[config.mk]
export PLATFORM = sky130hd
export DESIGN_NAME = ufm_hexdump_flat
export DESIGN_NICKNAME = d
export VERILOG_FILES = /design/src/rtl/ufm_hexdump_if.sv /design/src/rtl/ufm_hexdump.sv /design/src/flat_wrapper.sv
export SDC_FILE = /design/constraint.sdc
export NUM_CORES = 1
export LEC_CHECK = 0
export CORE_AREA = 2 2 90 92
export CTS_BUF_LIST = sky130_fd_sc_hd__clkbuf_16
export CTS_CLUSTER_SIZE = 30
export DETAILED_ROUTE_END_ITERATION = 10
export DIE_AREA = 0 0 92 94
export MAX_ROUTING_LAYER = met4
export PLACE_DENSITY = 0.67
export REMOVE_ABC_BUFFERS = 1
export SLEW_MARGIN = 20
export SYNTH_ARGS = -nofsm -noshare
export SYNTH_HDL_FRONTEND = slang
export SYNTH_SLANG_ARGS = --single-unit
[constraint.sdc]
create_clock -name clk -period 7.8 [get_ports clk]
set_input_delay 1.17 -clock clk [delete_from_list [all_inputs] [get_ports clk]]
set_output_delay 1.17 -clock clk [all_outputs]
set_load 0.005 [all_outputs]
[src/rtl/ufm_hexdump_if.sv]
// Byte-in / character-out bus between ufm_reader, the hex formatter and the uart.
interface ufm_hexdump_if;
    logic [7:0] in_data;
    logic       in_valid;
    logic       in_ready;
    logic [7:0] tx_data;
    logic       tx_valid;
    logic       tx_ready;
    logic       frame_done;

    // Byte source / character sink side
    modport master (
        output in_data, in_valid, tx_ready,
        input  in_ready, tx_data, tx_valid, frame_done
    );

    // Formatter side
    modport slave (
        input  in_data, in_valid, tx_ready,
        output in_ready, tx_data, tx_valid, frame_done
    );
endinterface

[src/rtl/ufm_hexdump.sv]
// Formats the UFM byte stream into "AAAA: XX XX ...\r\n" lines for the uart,
// with a blank line and a frame_done pulse after every frame.
module ufm_hexdump #(
    parameter logic [14:0] START_ADDR     = 15'd32672,
    parameter int unsigned SIZE           = 64,
    parameter int unsigned BYTES_PER_LINE = 16
) (
    input  logic         clk,
    input  logic         rst,
    ufm_hexdump_if.slave bus
);
    localparam int unsigned AW = 15;
    localparam int unsigned LW = 5;
    localparam int unsigned NW = 3;

    localparam logic [7:0] CH_COLON = 8'h3A;
    localparam logic [7:0] CH_SP    = 8'h20;
    localparam logic [7:0] CH_CR    = 8'h0D;
    localparam logic [7:0] CH_LF    = 8'h0A;

    typedef enum logic [3:0] {
        ADDR, WAIT_BYTE, SP, HI, LO, CR, LF, BCR, BLF
    } state_t;

    state_t          state, state_n;
    logic [NW-1:0]   nib, nib_n;
    logic [AW-1:0]   line_addr, line_addr_n;
    logic [AW-1:0]   byte_cnt, byte_cnt_n;
    logic [LW-1:0]   line_cnt, line_cnt_n;
    logic [7:0]      data_q, data_n;
    logic [7:0]      tx_data_q, tx_data_n;
    logic            tx_valid_q, tx_valid_n;
    logic            frame_done_q, frame_done_n;
    logic            tx_fire;
    logic            frame_full;

    function automatic logic [7:0] hex_char(input logic [3:0] n);
        return (n < 4'd10) ? (8'h30 + {4'h0, n}) : (8'h37 + {4'h0, n});
    endfunction

    // Character presented while sitting in state s
    function automatic logic [7:0] char_for(input state_t s, input logic [NW-1:0] ni,
                                            input logic [AW-1:0] a, input logic [7:0] d);
        logic [15:0] a16;
        logic [7:0]  c;
        a16 = {1'b0, a};
        c   = 8'h00;
        case (s)
            ADDR: begin
                case (ni)
                    3'd0:    c = hex_char(a16[15:12]);
                    3'd1:    c = hex_char(a16[11:8]);
                    3'd2:    c = hex_char(a16[7:4]);
                    3'd3:    c = hex_char(a16[3:0]);
                    default: c = CH_COLON;
                endcase
            end
            SP:       c = CH_SP;
            HI:       c = hex_char(d[7:4]);
            LO:       c = hex_char(d[3:0]);
            CR, BCR:  c = CH_CR;
            LF, BLF:  c = CH_LF;
            default:  c = 8'h00;
        endcase
        return c;
    endfunction

    assign tx_fire        = tx_valid_q && bus.tx_ready;
    assign frame_full     = (byte_cnt == AW'(SIZE));
    assign bus.in_ready   = (state == WAIT_BYTE);
    assign bus.tx_data    = tx_data_q;
    assign bus.tx_valid   = tx_valid_q;
    assign bus.frame_done = frame_done_q;

    // State and output registers
    always_ff @(posedge clk) begin
        if (rst) begin
            state        <= ADDR;
            nib          <= '0;
            line_addr    <= START_ADDR;
            byte_cnt     <= '0;
            line_cnt     <= '0;
            data_q       <= '0;
            tx_data_q    <= 8'h00;
            tx_valid_q   <= 1'b0;
            frame_done_q <= 1'b0;
        end else begin
            state        <= state_n;
            nib          <= nib_n;
            line_addr    <= line_addr_n;
            byte_cnt     <= byte_cnt_n;
            line_cnt     <= line_cnt_n;
            data_q       <= data_n;
            tx_data_q    <= tx_data_n;
            tx_valid_q   <= tx_valid_n;
            frame_done_q <= frame_done_n;
        end
    end

    // Next state, counters, and the character to present next cycle
    always_comb begin
        state_n      = state;
        nib_n        = nib;
        line_addr_n  = line_addr;
        byte_cnt_n   = byte_cnt;
        line_cnt_n   = line_cnt;
        data_n       = data_q;
        frame_done_n = 1'b0;
        tx_data_n    = tx_data_q;
        tx_valid_n   = tx_valid_q;

        if (state == WAIT_BYTE) begin
            if (bus.in_valid) begin
                data_n     = bus.in_data;
                byte_cnt_n = byte_cnt + AW'(1);
                line_cnt_n = line_cnt + LW'(1);
                state_n    = SP;
            end
        end else if (tx_fire) begin
            case (state)
                ADDR: begin
                    if (nib == NW'(4)) begin
                        nib_n   = '0;
                        state_n = WAIT_BYTE;
                    end else begin
                        nib_n = nib + NW'(1);
                    end
                end
                SP: state_n = HI;
                HI: state_n = LO;
                LO: begin
                    if (frame_full || (line_cnt == LW'(BYTES_PER_LINE))) begin
                        state_n = CR;
                    end else begin
                        state_n = WAIT_BYTE;
                    end
                end
                CR: state_n = LF;
                LF: begin
                    line_cnt_n = '0;
                    if (frame_full) begin
                        state_n = BCR;
                    end else begin
                        line_addr_n = line_addr + AW'(BYTES_PER_LINE);
                        state_n     = ADDR;
                    end
                end
                BCR: state_n = BLF;
                BLF: begin
                    frame_done_n = 1'b1;
                    line_addr_n  = START_ADDR;
                    byte_cnt_n   = '0;
                    state_n      = ADDR;
                end
                default: state_n = ADDR;
            endcase
        end

        // Reload the character register whenever it is empty or just transferred
        if (!tx_valid_q || tx_fire) begin
            tx_valid_n = (state_n != WAIT_BYTE);
            if (tx_valid_n) begin
                tx_data_n = char_for(state_n, nib_n, line_addr_n, data_n);
            end
        end
    end
endmodule

[src/flat_wrapper.sv]
// flat-port wrapper written by rule: the top's interface ports become plain ports
module ufm_hexdump_flat 
#(
    parameter logic [14:0] START_ADDR     = 15'd32672,
    parameter int unsigned SIZE           = 64,
    parameter int unsigned BYTES_PER_LINE = 16
)
  (clk, rst, bus_in_data, bus_in_valid, bus_tx_ready, bus_in_ready, bus_tx_data, bus_tx_valid, bus_frame_done);
  ufm_hexdump_if bus_i ();
  input  logic clk;
  input  logic rst;
  input wire logic [$bits(bus_i.in_data)-1:0] bus_in_data;
  input wire logic [$bits(bus_i.in_valid)-1:0] bus_in_valid;
  input wire logic [$bits(bus_i.tx_ready)-1:0] bus_tx_ready;
  output wire logic [$bits(bus_i.in_ready)-1:0] bus_in_ready;
  output wire logic [$bits(bus_i.tx_data)-1:0] bus_tx_data;
  output wire logic [$bits(bus_i.tx_valid)-1:0] bus_tx_valid;
  output wire logic [$bits(bus_i.frame_done)-1:0] bus_frame_done;
  assign bus_i.in_data = bus_in_data;
  assign bus_i.in_valid = bus_in_valid;
  assign bus_i.tx_ready = bus_tx_ready;
  assign bus_in_ready = bus_i.in_ready;
  assign bus_tx_data = bus_i.tx_data;
  assign bus_tx_valid = bus_i.tx_valid;
  assign bus_frame_done = bus_i.frame_done;
  ufm_hexdump #(.START_ADDR(START_ADDR), .SIZE(SIZE), .BYTES_PER_LINE(BYTES_PER_LINE)) u_core (.clk(clk), .rst(rst), .bus(bus_i));
endmodule
==> flow_summary.ini <==
[global_routing]
grt_max_degree = 35
grt-ovfl-total = 0
use_met2 = 0.374
grtUsageMet1 = 0.283
grt_pass1_wl_um = 15500
antenna_found_initial = 0
grtUsageMet3 = 0.0441
grt_pass1_vias = 3329
grt.busiest_layer = met2
track_usage = 0.231

[yosys]
synth_cells = 463
yosysSeqAreaShare = 0.319
avgSynthCellArea_sq_um = 8.00
syn_area_sq_um = 3700
synth_seq_cells = 59
yosys_warnings = 0
ys.flop_type = dfxtp_1
synth.distinct_cells = 77
synth-async-reset-ratio = 0
synth_edf_count = 0

[place]
dp_hpwl_um = 6580
gp_congestion = 0.935
post_dp_cell_area_sq_um = 3950
io_buffer_count = 21

[cts]
post_cts_buffers = 0
cts_resized = 0
cts-htree-levels = 3
clock_latency_ns = 0.33
root_buffer = clkbuf_16
hold_buffers = 0
cts.sinks = 59
cts_tree = done
clkSlewWorstSetupHoldPaths_ns = 0.05
clk_path_buf_depth = 2
numCtsBuffers = 9

[setup_path]
start_kind = input port
critical_path_required_ns = 8.05
crit_slowest_cell = nand4b_1
reg2regPathDepth = 9
worstPathArrival_ns = 4.86
crit_chain = clkdlybuf4s50_1, and2_1, nand4b_1, a22oi_1, o22ai_2, ha_1, o21ai_1, a21oi_1, or4_1, a31oi_1
worst-setup-path-type = input port to flip-flop
cp_max_fo = 25
max_stage_delay_ns = 0.81
end_kind = flip-flop

[timing]
setup_tns_ns = 0
relSlewSlack = 0.357
final.min_clock_period_ns = 4.60
fmax_ghz = 0.217
finalClockSkew_ns = 0.00362
post-route-period-util = 0.590
setup_viol = 0
rsz0062_at_grt = false
slew_viol_final = 0
hold_violations = 0
tightest_slew_ns = 0.960

[cells_and_area]
layout_common_cells = dfxtp_1 (59), nor2_1 (50), nand2_1 (44), a21oi_1 (31), nand3_1 (25)
fillers = 737
final_common_cell = dfxtp_1
area_growth_pct = 15.2
n_antenna_cell = 0
drive_gt1_frac = 0.0747
stdcell_area_sq_um = 4260
final_nets = 501

[die]
die_w_um = 92
rows = 32
die_h_um = 94
core_sq_um = 7610
dieArea_sq_um = 8650
ios = 23
initial_core_util = 0.487

[pwr]
ir_worst_vdd_v = 0.000102
pwr-share-seq = 0.385
switchingPower_mw = 0.195
power.leakage_nw = 1.56
power_frac_clock = 0.512
intPower_mw = 0.626
swShare = 0.237
p_comb_frac = 0.103
power_density_nw_per_um2 = 192

[routing]
ant_nets = 0
routed_wl_um = 9260
routed_via_density = 6.04
drc = 0
vias = 3529
wl_per_cell_um = 15.8
dr.pass1.iters = 4
drtIter0Drc = 216

[worst_hold_path]
hold_depth = 2
min_path_type = flip-flop to flip-flop

[flow_run]
maxCapViolCount = 0

[outcome]
status = finished clean
-- final cells by class --
cell class | instances | area, sq um | share of cell area
Timing Repair Buffer | 23 | 225 | 0.0528
Multi-Input combinational cell | 371 | 2360 | 0.554
Tap cell | 102 | 128 | 0.0299
Clock inverter | 7 | 92.6 | 0.0217
Sequential cell | 59 | 1180 | 0.277
Clock buffer | 9 | 225 | 0.0528
Inverter | 13 | 48.8 | 0.0114
-- metal layers --
| layer | vias up | wire (um) |
|---|---|---|
| met1 | 1664 | 4270 |
| met3 | 18 | 466 |
| li1 | 1742 | - |
| met5 | - | 0 |
| met4 | 0 | 245 |
| met2 | 105 | 4280 |
-- cells by family (layout without fill, tap and decap cells) --
| kind of cell | count (synthesis) | count (layout) | share of synthesized area |
|---|---|---|---|
| mux | 12 | 12 | 0.0345 |
| xor+xnor | 21 | 21 | 0.0497 |
| flops | 59 | 59 | 0.319 |
| other cells | 1 | 1 | 0.00101 |
| fa+ha+maj | 12 | 12 | 0.0406 |
| compound gates | 122 | 122 | 0.226 |
| buf+inv | 33 | 52 | 0.0426 |
| simple gates | 203 | 203 | 0.287 |
-- critical path: cells and delay by family --
kind	cells	cell delay (ns)
and+or+nand+nor	3	1.70
AOI/OAI and AO/OA	5	1.13
buffers and inverters	1	0.58
adders and majority gates	1	0.26
-- stage by stage --
stage / util / instances / hold WS (ns) / power, mW / setup WS, ns
2_1_floorplan: - / 443 / 0.452 / 0.368 / 4.10
3_3_place_gp: 0.519 / 568 / 0.456 / 0.404 / 3.08
3_5_place_dp: 0.519 / 568 / 0.461 / 0.405 / 2.93
4_1_cts: 0.561 / 584 / 0.478 / 0.824 / 3.27
5_1_grt: 0.561 / 584 / 0.489 / 0.847 / 2.92
6_report: 0.561 / 584 / 0.476 / 0.820 / 3.20
-- path summary, 6_finish.rpt --
path,start,endpoint,slack (ns)
max,bus_tx_ready,u_core.bus.tx_data[6]$_SDFFE_PP0P_,3.20
min,u_core.bus.tx_data[2]$_SDFFE_PP0P_,u_core.bus.tx_data[2]$_SDFFE_PP0P_,0.48
min reg2reg,u_core.bus.tx_data[2]$_SDFFE_PP0P_,u_core.bus.tx_data[2]$_SDFFE_PP0P_,0.48
max reg2reg,u_core.bus.tx_valid$_SDFFE_PP0N_,u_core.bus.tx_data[6]$_SDFFE_PP0P_,4.18
-- cells in the mapped netlist (4+ instances only) --
cell	number	area [sq um]
nor2b_1	4	25.0
a21oi_1	31	155
xnor2_1	8	70.1
mux2i_1	8	80.1
buf_2	5	25.0
and3_1	10	62.6
nand2b_1	6	37.5
clkbuf_1	12	45.0
a21o_1	4	30.0
a22oi_1	7	52.6
a31oi_1	6	37.5
dfxtp_1	59	1180
o21ai_0	24	120
and2_1	6	37.5
ha_1	12	150
a221o_1	4	40.0
nand4_1	16	100
or3_1	5	31.3
a21boi_0	5	37.5
inv_1	12	45.0
and4b_1	4	40.0
nor3_1	11	55.1
xor2_1	13	114
nor2_1	50	188
nand2_1	44	165
nor4_1	4	25.0
nand3_1	25	125
-- power groups by stage --
| stage | clock network, mW | logic [mW] | registers, mW |
|---|---|---|---|
| 3_3_place_gp | 0 | 0.0819 | 0.322 |
| 4_1_cts | 0.425 | 0.0833 | 0.316 |
| 2_1_floorplan | 0 | 0.0468 | 0.321 |
| 6_report | 0.420 | 0.0844 | 0.316 |
| 5_1_grt | 0.438 | 0.0926 | 0.317 |
| 3_5_place_dp | 0 | 0.0825 | 0.322 |
-- state kept, by name (all words and copies together), names as in the netlist --
name                   count
u_core.data_q              8
u_core.state               4
u_core.bus.tx_valid        1
u_core.byte_cnt           15
u_core.line_addr          15
u_core.line_cnt            5
u_core.bus.frame_done      1
u_core.nib                 3
u_core.bus.tx_data         7
Note: power is estimated with default switching activity, not from simulation.
==> edit (same flow settings) <==
Take the reset off `tx_data_q` and load it in a clocked block of its own.
--- a/src/rtl/ufm_hexdump.sv
+++ b/src/rtl/ufm_hexdump.sv
@@ -83,3 +83,2 @@
             data_q       <= '0;
-            tx_data_q    <= 8'h00;
             tx_valid_q   <= 1'b0;
@@ -93,3 +92,2 @@
             data_q       <= data_n;
-            tx_data_q    <= tx_data_n;
             tx_valid_q   <= tx_valid_n;
@@ -97,2 +95,6 @@
         end
+    end
+
+    always_ff @(posedge clk) begin
+        tx_data_q <= tx_data_n;
     end
Function: changed (Yosys sat finds a counterexample within 4 cycles, from zero or initial values and one cycle with rst high).
==> edit against the original RTL <==
  * Register-to-register slack better by 0.17 ns
  * Synthesized cell count is 4.3% lower
  * Hold slack better by 0.027 ns
  * Global-route usage is 1.1 points lower
  * Sequential cell count stayed put
  * Area after synthesis is 0.68% lower
  * Total power is 8.5% lower
  * Die area stayed put
  * Sequential share of layout area is 2.1 points higher
  * Worst setup slack better by 0.78 ns
  * Cell count is 3.3% lower
  * Clock skew is 0.0029 ns higher
  * Wire length is 5.8% lower
  * Design area is 1.7% lower
  * Critical endpoint is now u_core.bus.tx_data[5]
==> edit: results (changes against the original RTL) <==
metric	value	unit	change
synth_xor_area_frac	0.0453		-0.00443
filler_cell_count	734		-0.41%
dpl.cell_count	549		-3.3%
synth_edf_count	7		+7
drt_first_iter_violations	282		+31%
antenna_cells_inserted	0		unchanged
drt_pass1_iterations	5		+1
vias	3297		-6.6%
postCtsSetupRepairBufs	0		unchanged
critical_path_peak_fanout	14		-44%
r2r_cell_count	8		-1
r2r-start	u_core.state[3]		
clkSlewWorstSetupHoldPaths	0.05	ns	about the same
final.setup_skew	0.00654	ns	+0.00291 ns
synth_top_cells_by_count	55 x nor2_1, 52 x dfxtp_1, 41 x nand2_1		
p_comb	0.0640	mW	-24%
run_status	finished, final reports clean		
groute.layer.met3.usage	0.0313		-0.0128
crit_arrival	3.78	ns	-1.08 ns
synth-main-ff-cell	dfxtp_1		
max-clock-path-buffers	2		unchanged
hold-path-cell-count	1		-1
cts-buffers-inserted	9		unchanged
clk-insertion-delay-late	0.33	ns	about the same
netlist_instances	443		-4.3%
grt_start_max_net_pins	42		+20%
gp_routability_congestion	0.883		-5.6%
critical-path-slowest-cell	a21oi_1		
ys_top_cells_by_area	dfxtp_1 28%, edfxtp_1 5.7%, nor2_1 5.6%		
synthAdderAreaFrac	0.0408		+0.000276
post_route_cells_drive_above_1_share	0.0778		+0.00306
min-delay-start	u_core.line_addr[2]		
globalRouteMet1Util	0.291		+0.00805
grt_pass1_wl	14800	µm	-4.7%
leakagePower	1.46	nW	-6.2%
synth.yosys.seq_area_share	0.340		+0.0212
htreeDepth	3		unchanged
synthesized_area_fraction_occupied_by_ao_oa_aoi_and_oai_cells	0.186		-0.0400
viasPerCell	5.84		-3.4%
synth.lib_cells_used.distinct	72		-6.5%
detail_route.wirelength	8720	µm	-5.8%
ctsRootBufferMaster	clkbuf_16		
yosys-mux-area-fraction	0.0425		+0.00806
portBuffers	21		unchanged
worstMarginPinSlew	1.11	ns	+0.152 ns
antenna_found_initial	0		unchanged
global_route.usage.met2	0.332		-0.0417
postCtsResizedCells	0		unchanged
grt_pass1_vias	3068		-7.8%
cp_top_delay_family	simple AND/OR/NAND/NOR gates		
total_grt_usage	0.220		-0.0106
yosysWarningCount	0		unchanged
worst_ir_drop_vdd	0.000121	V	+18%
critical_path.max_stage_delay	0.86	ns	+0.05 ns
internal_power	0.581	mW	-7.1%
hold_path_class	reg -> reg		
power.share.sequential	0.429		+0.044
detailed_place_hpwl	6230	µm	-5.4%
finalNetCount	482		-3.8%
[edit: cell types whose count changed in the layout (fill, tap and decap cells not counted), moves of 6 or more]
cell	unedited run	this run
o211ai_1	1	7
dfxtp_1	59	52
o21ai_0	24	14
nand4_1	16	8
edfxtp_1	0	7
[edit: logic make-up after synthesis]
group	count (synthesis)
adders and majority gates	12
xor gates and xnor gates	19
DFF	59
and+or+nand+nor	210
AOI/OAI and AO/OA	96
buffers and inverters	32
muxes	14
other	1
[edit: stage by stage]
stage          worst slack [ns]  power [mW]  hold WS (ns)  utilization  instance area [µm²]
6_report                   3.98       0.751         0.503        0.551                 4190
5_1_grt                    3.77       0.779         0.528        0.551                 4190
4_1_cts                    3.99       0.759         0.508        0.551                 4190
3_5_place_dp               3.65       0.392         0.499        0.514                 3910
3_3_place_gp               3.79       0.391         0.497        0.514                 3910
2_1_floorplan              4.68       0.359         0.459            -                 3570
[edit: path summary, 6_finish.rpt]
kind | endpoint | slack, ns
worst max-delay path | u_core.bus.tx_data[5] | 3.98
worst min-delay path | u_core.line_addr[2] | 0.50
worst max register to register | u_core.bus.tx_data[1] | 4.35
worst min register to register | u_core.line_addr[2] | 0.50
[edit: final cells by class]
type / count / area [µm²] / share of cell area
Clock buffer: 10 / 250 / 0.0597
Sequential cell: 59 / 1250 / 0.298
Inverter: 14 / 53.8 / 0.0128
Multi-Input combinational cell: 352 / 2260 / 0.540
Tap cell: 102 / 128 / 0.0304
Clock inverter: 6 / 28.8 / 0.00686
Timing Repair Buffer: 22 / 218 / 0.0519
[edit: metal layers]
| metal | vias up | routed length [µm] |
|---|---|---|
| li1 | 1654 | - |
| met1 | 1526 | 4220 |
| met2 | 96 | 3820 |
| met3 | 21 | 452 |
| met4 | 0 | 231 |
| met5 | - | 0 |
